<file path="src/rtl/seq_detect_ctrl.sv">
// Serializes valid/ready bytes MSB-first into a Mealy detector and counts its match pulses.
// Latency: MSB on det_din the cycle after acceptance; in_ready only in IDLE or on the last bit.
module seq_detect_ctrl #(
    parameter int DATA_W = 8,
    parameter int CNT_W  = 8
) (
    input  logic              clk,
    input  logic              reset,
    input  logic              in_valid,
    input  logic [DATA_W-1:0] in_data,
    output logic              in_ready,
    output logic              det_din,
    output logic              det_rst,
    input  logic              det_dout,
    input  logic [CNT_W-1:0]  cfg_thresh,
    input  logic              clear,
    output logic [CNT_W-1:0]  match_cnt,
    output logic              irq,
    output logic              busy,
    output logic              byte_done
);

    localparam int BW = $clog2(DATA_W);
    localparam logic [BW-1:0] LAST = BW'(DATA_W - 1);

    typedef enum logic [1:0] {
        S_INIT,
        S_IDLE,
        S_SHIFT
    } state_t;

    state_t            r_state;
    logic [DATA_W-1:0] r_shift;
    logic [BW-1:0]     r_bit_cnt;
    logic [CNT_W-1:0]  r_cnt;
    logic              r_irq;
    logic              r_byte_done;

    logic              w_shift;
    logic              w_last;
    logic [CNT_W-1:0]  w_cnt_nxt;
    logic              w_irq_nxt;

    assign w_shift   = (r_state == S_SHIFT);
    assign w_last    = w_shift && (r_bit_cnt == LAST);

    assign in_ready  = (r_state == S_IDLE) || w_last;
    assign busy      = w_shift;
    assign det_rst   = !w_shift;
    assign det_din   = w_shift && r_shift[DATA_W-1];
    assign match_cnt = r_cnt;
    assign irq       = r_irq;
    assign byte_done = r_byte_done;

    // Reloading on the last bit keeps the detector out of reset, so matches span bytes.
    always_ff @(posedge clk or negedge reset) begin
        if (!reset) begin
            r_state     <= S_INIT;
            r_shift     <= '0;
            r_bit_cnt   <= '0;
            r_byte_done <= 1'b0;
        end else begin
            r_byte_done <= w_last;
            case (r_state)
                S_INIT: r_state <= S_IDLE;
                S_IDLE: begin
                    if (in_valid) begin
                        r_shift   <= in_data;
                        r_bit_cnt <= '0;
                        r_state   <= S_SHIFT;
                    end
                end
                S_SHIFT: begin
                    if (r_bit_cnt == LAST) begin
                        r_bit_cnt <= '0;
                        if (in_valid) begin
                            r_shift <= in_data;
                        end else begin
                            r_shift <= {r_shift[DATA_W-2:0], 1'b0};
                            r_state <= S_IDLE;
                        end
                    end else begin
                        r_shift   <= {r_shift[DATA_W-2:0], 1'b0};
                        r_bit_cnt <= r_bit_cnt + BW'(1);
                    end
                end
                default: r_state <= S_INIT;
            endcase
        end
    end

    // Clear beats a coincident match; irq compares the post-update (possibly saturated) count.
    always_comb begin
        w_cnt_nxt = r_cnt;
        if (clear) begin
            w_cnt_nxt = '0;
        end else if (w_shift && det_dout && (r_cnt != '1)) begin
            w_cnt_nxt = r_cnt + CNT_W'(1);
        end
    end

    assign w_irq_nxt = !clear && (r_irq || ((cfg_thresh != '0) && (w_cnt_nxt >= cfg_thresh)));

    always_ff @(posedge clk or negedge reset) begin
        if (!reset) begin
            r_cnt <= '0;
            r_irq <= 1'b0;
        end else begin
            r_cnt <= w_cnt_nxt;
            r_irq <= w_irq_nxt;
        end
    end

endmodule

</file>
<file path="config.mk">
export PLATFORM = sky130hd
export DESIGN_NAME = seq_detect_ctrl
export DESIGN_NICKNAME = d
export VERILOG_FILES = /design/src/rtl/seq_detect_ctrl.sv
export SDC_FILE = /design/constraint.sdc
export NUM_CORES = 1
export LEC_CHECK = 0
export BUFFER_PORTS_ARGS = -buffer_cell sky130_fd_sc_hd__buf_2
export CORE_ASPECT_RATIO = 1.25
export CORE_UTILIZATION = 45
export DETAILED_ROUTE_END_ITERATION = 10
export PLACE_DENSITY = 0.79
export RECOVER_POWER = 50
export REMOVE_ABC_BUFFERS = 1
export SETUP_SLACK_MARGIN = 0.3
export SYNTH_ARGS = -nofsm -noshare
export SYNTH_HDL_FRONTEND = slang
export SYNTH_SLANG_ARGS = --single-unit
</file>
<file path="constraint.sdc">
create_clock -name clk -period 2.3 [get_ports clk]
set_clock_uncertainty 0.05 [all_clocks]
set_input_delay 0 -clock clk [delete_from_list [all_inputs] [get_ports clk]]
set_output_delay 0 -clock clk [all_outputs]
set_load 0.01 [all_outputs]
</file>
# After elaboration in Yosys (flattened, before gate mapping)
# Cells that the tools add are included.
[totals]
regBits = 23
input_bits = 21
elab_cells = 44
[classes]
add_sub_neg = 2
magnitude_cmp = 1
eq_ne = 7
n_mux = 13
n_reduce_logical = 15
[op_table]
columns = ["op", "n"]
rows = [
  ["$mux 8", 5],
  ["$pmux 8 s2", 1],
  ["$add 8x1->8 const B", 1],
  ["$ge 8x8->1", 1],
  ["$ne 8x8->1 const B", 1],
  ["$reduce_bool 8->1", 1],
  ["$logic_and 1x1->1", 6],
  ["$mux 2", 3],
  ["$mux 3", 2],
  ["$pmux 2 s3", 1],
  ["$pmux 3 s2", 1],
  ["$ne 2x2->1 const B", 2],
  ["$add 3x1->3 const B", 1],
  ["$eq 3x3->1 const B", 1],
  ["$reduce_and 3->1", 1],
  ["$eq 2x1->1 const B", 1],
  ["$eq 2x2->1 const B", 1],
  ["$logic_not 1->1", 2],
  ["$logic_not 2->1", 1],
  ["$logic_or 1x1->1", 2],
  ["$ne 2x1->1 const B", 1],
  ["$reduce_and 2->1", 1],
  ["$reduce_bool 2->1", 1],
]

# Logic depth before layout (Yosys ltp)
[logic_depth]
ltp_word = 9
mapped_depth = 10

# Worst setup path after synthesis
# No wires, ideal clock.
[synth_timing]
path_type = "flip-flop to flip-flop"
startpoint = "register r_cnt[0] (netlist: match_cnt[0])"
endpoint = "register r_irq (netlist: irq)"
arrival_time_ns = 2.337
required_ns = 2.113
setup_slack_ns = -0.224
stages_incl_launch_ff = 11
n_path_buf = 0
period_less_slack_ns = 2.524
cell_sequence = "dfrtp_1 ha_1 nand4_1 o21ai_1 xor2_1 or2_1 ha_1 nand2b_1 a2111oi_0 a211o_1 a311oi_1"
[synth_via]
elab_chain_cells = 8
[synth_lines]
columns = ["item", "line_no", "text"]
rows = [
  ["start, declared", "35", "logic [CNT_W-1:0] r_cnt;"],
  ["start signal, assigned", "109", "r_cnt <= w_cnt_nxt;"],
  ["branches (longest 2 deep; another with $add 8x1->8)", "-", ""],
  ["$mux 8 (*)", "97", "end else if (w_shift && det_dout && (r_cnt != '1)) begin"],
  ["$mux 8 (*)", "95", "if (clear) begin"],
  ["$ge 8x8->1 (*)", "102", "assign w_irq_nxt = !clear && (r_irq || ((cfg_thresh != '0) && (w_cnt_nxt >= cfg_thresh)));"],
  ["$logic_and 1x1->1 (*)", "102", ""],
  ["$logic_or 1x1->1 (*)", "102", ""],
  ["$logic_and 1x1->1 (*)", "102", ""],
  ["named net w_irq_nxt", "42", "logic w_irq_nxt;"],
  ["end signal, assigned", "110", "r_irq <= w_irq_nxt;"],
  ["end, declared", "36", "logic r_irq;"],
]
# Mark *: on every way through the listed nets, which the timed path passes.
# A chain may end at the register's enable or synchronous reset.

# Worst setup path in the final report
# Ends and elaborated chain as after synthesis.

==> results_dict.tcl <==
set metrics [dict create \
    worst_slack_ns -0.118 \
    insertion_delay_ns 0.31 \
    drc 0 \
    drive_above_1_share_pct 32.5 \
    cts_sinks 23 \
    cts_max_path_buffers 2 \
    synth_ff_type "dfrtp_1" \
    placed_cells 217 \
    ant_nets 0 \
    maxCapViolCount 0 \
    ys_ff_latch 23 \
    cts_buffers 3 \
    final_cells 236 \
    cp-startpoint "match_cnt[0]" \
    grt_pass1_wl_mm 5.80 \
    fp.dieArea_sq_um 3260 \
    synth_largest_area_cell "dfrtp_1" \
    synthAdderAreaFrac_pct 10.1 \
    postSynthAreaPerCell_sq_um 10.0 \
    violations "hold timing, setup timing" \
    seq_power_share_pct 44.0 \
    p_int_uw 834 \
    status "finished with violations" \
    synth_top_family_by_area "simple AND/OR/NAND/NOR gates" \
    synth_top_area_share_pct 42.1 \
    die_h_microns 63.6 \
    grt_max_degree 24 \
    clk_pin_slew_ns 0.13 \
    r2r_start "match_cnt[0]" \
    antenna_found_initial 0 \
    initial_core_util_pct 46.8 \
    yosys.area_share.simple_pct 18.9 \
    synth_xor_area_share_pct 2.56 \
    wl_per_cell_microns 13.9 \
    cts_hold_buffers 12 \
    synth_compound_area_share_pct 13.7 \
    rows 22 \
    cts.htree.levels 1 \
    clock_power_share_pct 14.5 \
    dp_hpwl_mm 2.31 \
    crit_type "flip-flop to flip-flop" \
    ys_warn_count 0 \
    netSwitchingPower_uw 475 \
    synth.area.mux_share_pct 6.59 \
    multi_input_area_sq_um 769 \
    worstPathArrival_ns 2.57 \
    crit_required_ns 2.45 \
    grt_pass1_vias 1375 \
    synthTopCellsByArea "dfrtp_1, ha_1, mux2i_1, nand2_1, inv_1" \
    gp_congestion 0.876 \
    p_comb_share_pct 41.5 \
    r2r_end "irq" \
    ff2ff_setup_slack_ns -0.12 \
    power_density_nw_per_um2 698 \
    yosysMostFrequentCell "dfrtp_1" \
    crit_path_end_kind "flip-flop" \
    dpl_worst_slack_ns -0.306 \
    root_buffer "clkbuf_4" \
    viasPerCell 5.28 \
    ff2ff_path_depth 10 \
    synth_area_sq_um 1370 \
    die_w_microns 51.3 \
    gr-usage-all-layers_pct 23.6 \
    leakagePower_uw 0.00102 \
    synthArstFlopShare_pct 100 \
    fmax_mhz 414 \
    cp-start-kind "flip-flop" \
    yosysSeqAreaShare_pct 42.1 \
    regArea_sq_um 576 \
    num_vias 1245 \
    worst_slew_pin_slew_ns 1.20 \
    grt_overflow 0 \
    cts_tree "done" \
    whs_ns -0.0860 \
    io_buffers 34 \
    wirelength_mm 3.29 \
    ir_drop_uv 460 \
    synth_commonest_cells "dfrtp_1, nand2_1, ha_1, inv_1, mux2i_1" \
    rsz0062_at_grt "yes" \
    syn_inst 136 \
    fillers 240 \
    nets 233 \
    setup.worst_path.end "irq" \
    areaGrowthSynthToFinish_pct 37.3 \
    first_pass_iters 4 \
    slew_viol_final 0 \
    n_antenna_cell 0 \
    max_slew_margin_pct 20.3 \
    first_iter_violations 21 \
    ios 35 \
    setup_viol 1 \
    hold_class "input port to flip-flop" \
    period_needed_ns 2.42 \
    worst-path-max-fanout 5 \
    switching_share_pct 36.3 \
    synth_cell_types 42 \
    post-route-period-util_pct 105 \
    finalHoldViolations 6 \
    coreArea_sq_um 2920 \
    synth_edf_count 0 \
]
-- metrics by stage --
stage / instance area, sq um / hold WS (ns) / TNS (ns) / power (uW) / util (%)
finish: 1880 / -0.0860 / -0.118 / 1310 / 64.3
global route: 1880 / -0.0865 / -0.247 / 1430 / 64.3
CTS: 1870 / -0.0892 / -0.0890 / 1310 / 64.0
detailed placement: 1660 / -0.0487 / -0.306 / 1090 / 56.8
global placement: 1660 / -0.0582 / -0.105 / 1060 / 56.8
floorplan: 1330 / -0.346 / -0.223 / 910 / -
-- worst min-delay path by stage --
| stage | slack [ns] | from | cells past startpoint | endpoint |
|---|---|---|---|---|
| after floorplan | -0.35 | reset | 0 | byte_done |
| after global placement | -0.06 | reset | 1 | byte_done |
| after detailed placement | -0.05 | reset | 1 | byte_done |
| after CTS | -0.09 | clear | 2 | irq |
| after global routing | -0.09 | clear | 2 | irq |
| final | -0.09 | clear | 2 | irq |
-- cell type report --
type                       count  share of cell area [%]
inverter                      12                    2.40
clock buffer                   3                    1.20
tap                           36                    2.40
timing repair buffer          64                    22.0
sequential                    23                    30.7
multi-input combinational     97                    41.0
clock inverter                 1                   0.267
-- layer usage --
| layer | vias up | part of all wire [%] | GRT usage (%) |
|---|---|---|---|
| li1 | 619 | - | - |
| met1 | 581 | 39 | 24.5 |
| met2 | 41 | 56 | 46.7 |
| met3 | 4 | 4.5 | 2.90 |
| met4 | 0 | 0.88 | 7.09 |
| met5 | - | 0 | 0 |
-- worst max-delay path, cell delays in order, from the launching register on --
cell       delay [ns]
dfrtp_1          0.43
ha_4             0.17
nand4_1          0.15
o21ai_2          0.18
xor2_1           0.10
or2_1            0.22
ha_1             0.26
nand2b_1         0.18
a2111oi_4        0.33
a211o_1          0.15
a311oi_2         0.08
-- kinds of logic (layout without fill, tap and decap cells) --
family                   after synthesis  after routing
AND/OR/NAND/NOR                       47             47
AO/OA/AOI/OAI                         26             26
flip-flops                            23             23
buffers and inverters                 16             80
adder cells (fa/ha/maj)               11             11
multiplexers                           9              9
XOR/XNOR                               4              4
-- cell usage in the layout, fill, tap and decap left out, drive strengths merged, types with 2 or more instances in the layout --
cell type and count:
buf 46, o21ai 9, dlygate4sd3 11, nor2 6, nor3 2, a22o 2
xor2 2, nand4 5, and4 3, a21oi 2, and3 2, and2 3
mux2i 9, ha 11, nand3b 2, dfrtp 23, nand3 3, nor4 2
nand2b 2, a311oi 2, inv 12, nand2 14, clkbuf 9, xnor2 2
a2111oi 2
-- state kept, by name, summed over array words and instances (netlist names) --
name	flops
r_bit_cnt	3
r_shift	8
byte_done	1
match_cnt	8
irq	1
r_state	2
-- power groups by stage --
| stage | clock [uW] | sequential (uW) | combinational, uW |
|---|---|---|---|
| 2_1_floorplan | 0 | 582 | 328 |
| 3_3_place_gp | 0 | 577 | 480 |
| 3_5_place_dp | 0 | 582 | 506 |
| 4_1_cts | 194 | 575 | 541 |
| 5_1_grt | 213 | 591 | 621 |
| 6_report | 190 | 576 | 543 |
-- repair_timing --
action | 4_1_cts | 5_1_grt
pin swaps | 7 | 5
hold endpoints to repair | 40 | 6
resized for setup | 10 | 2
buffers inserted | 1 | 2
endpoints found under the setup margin | 1 | 3
(Power assumes the default switching activity.)
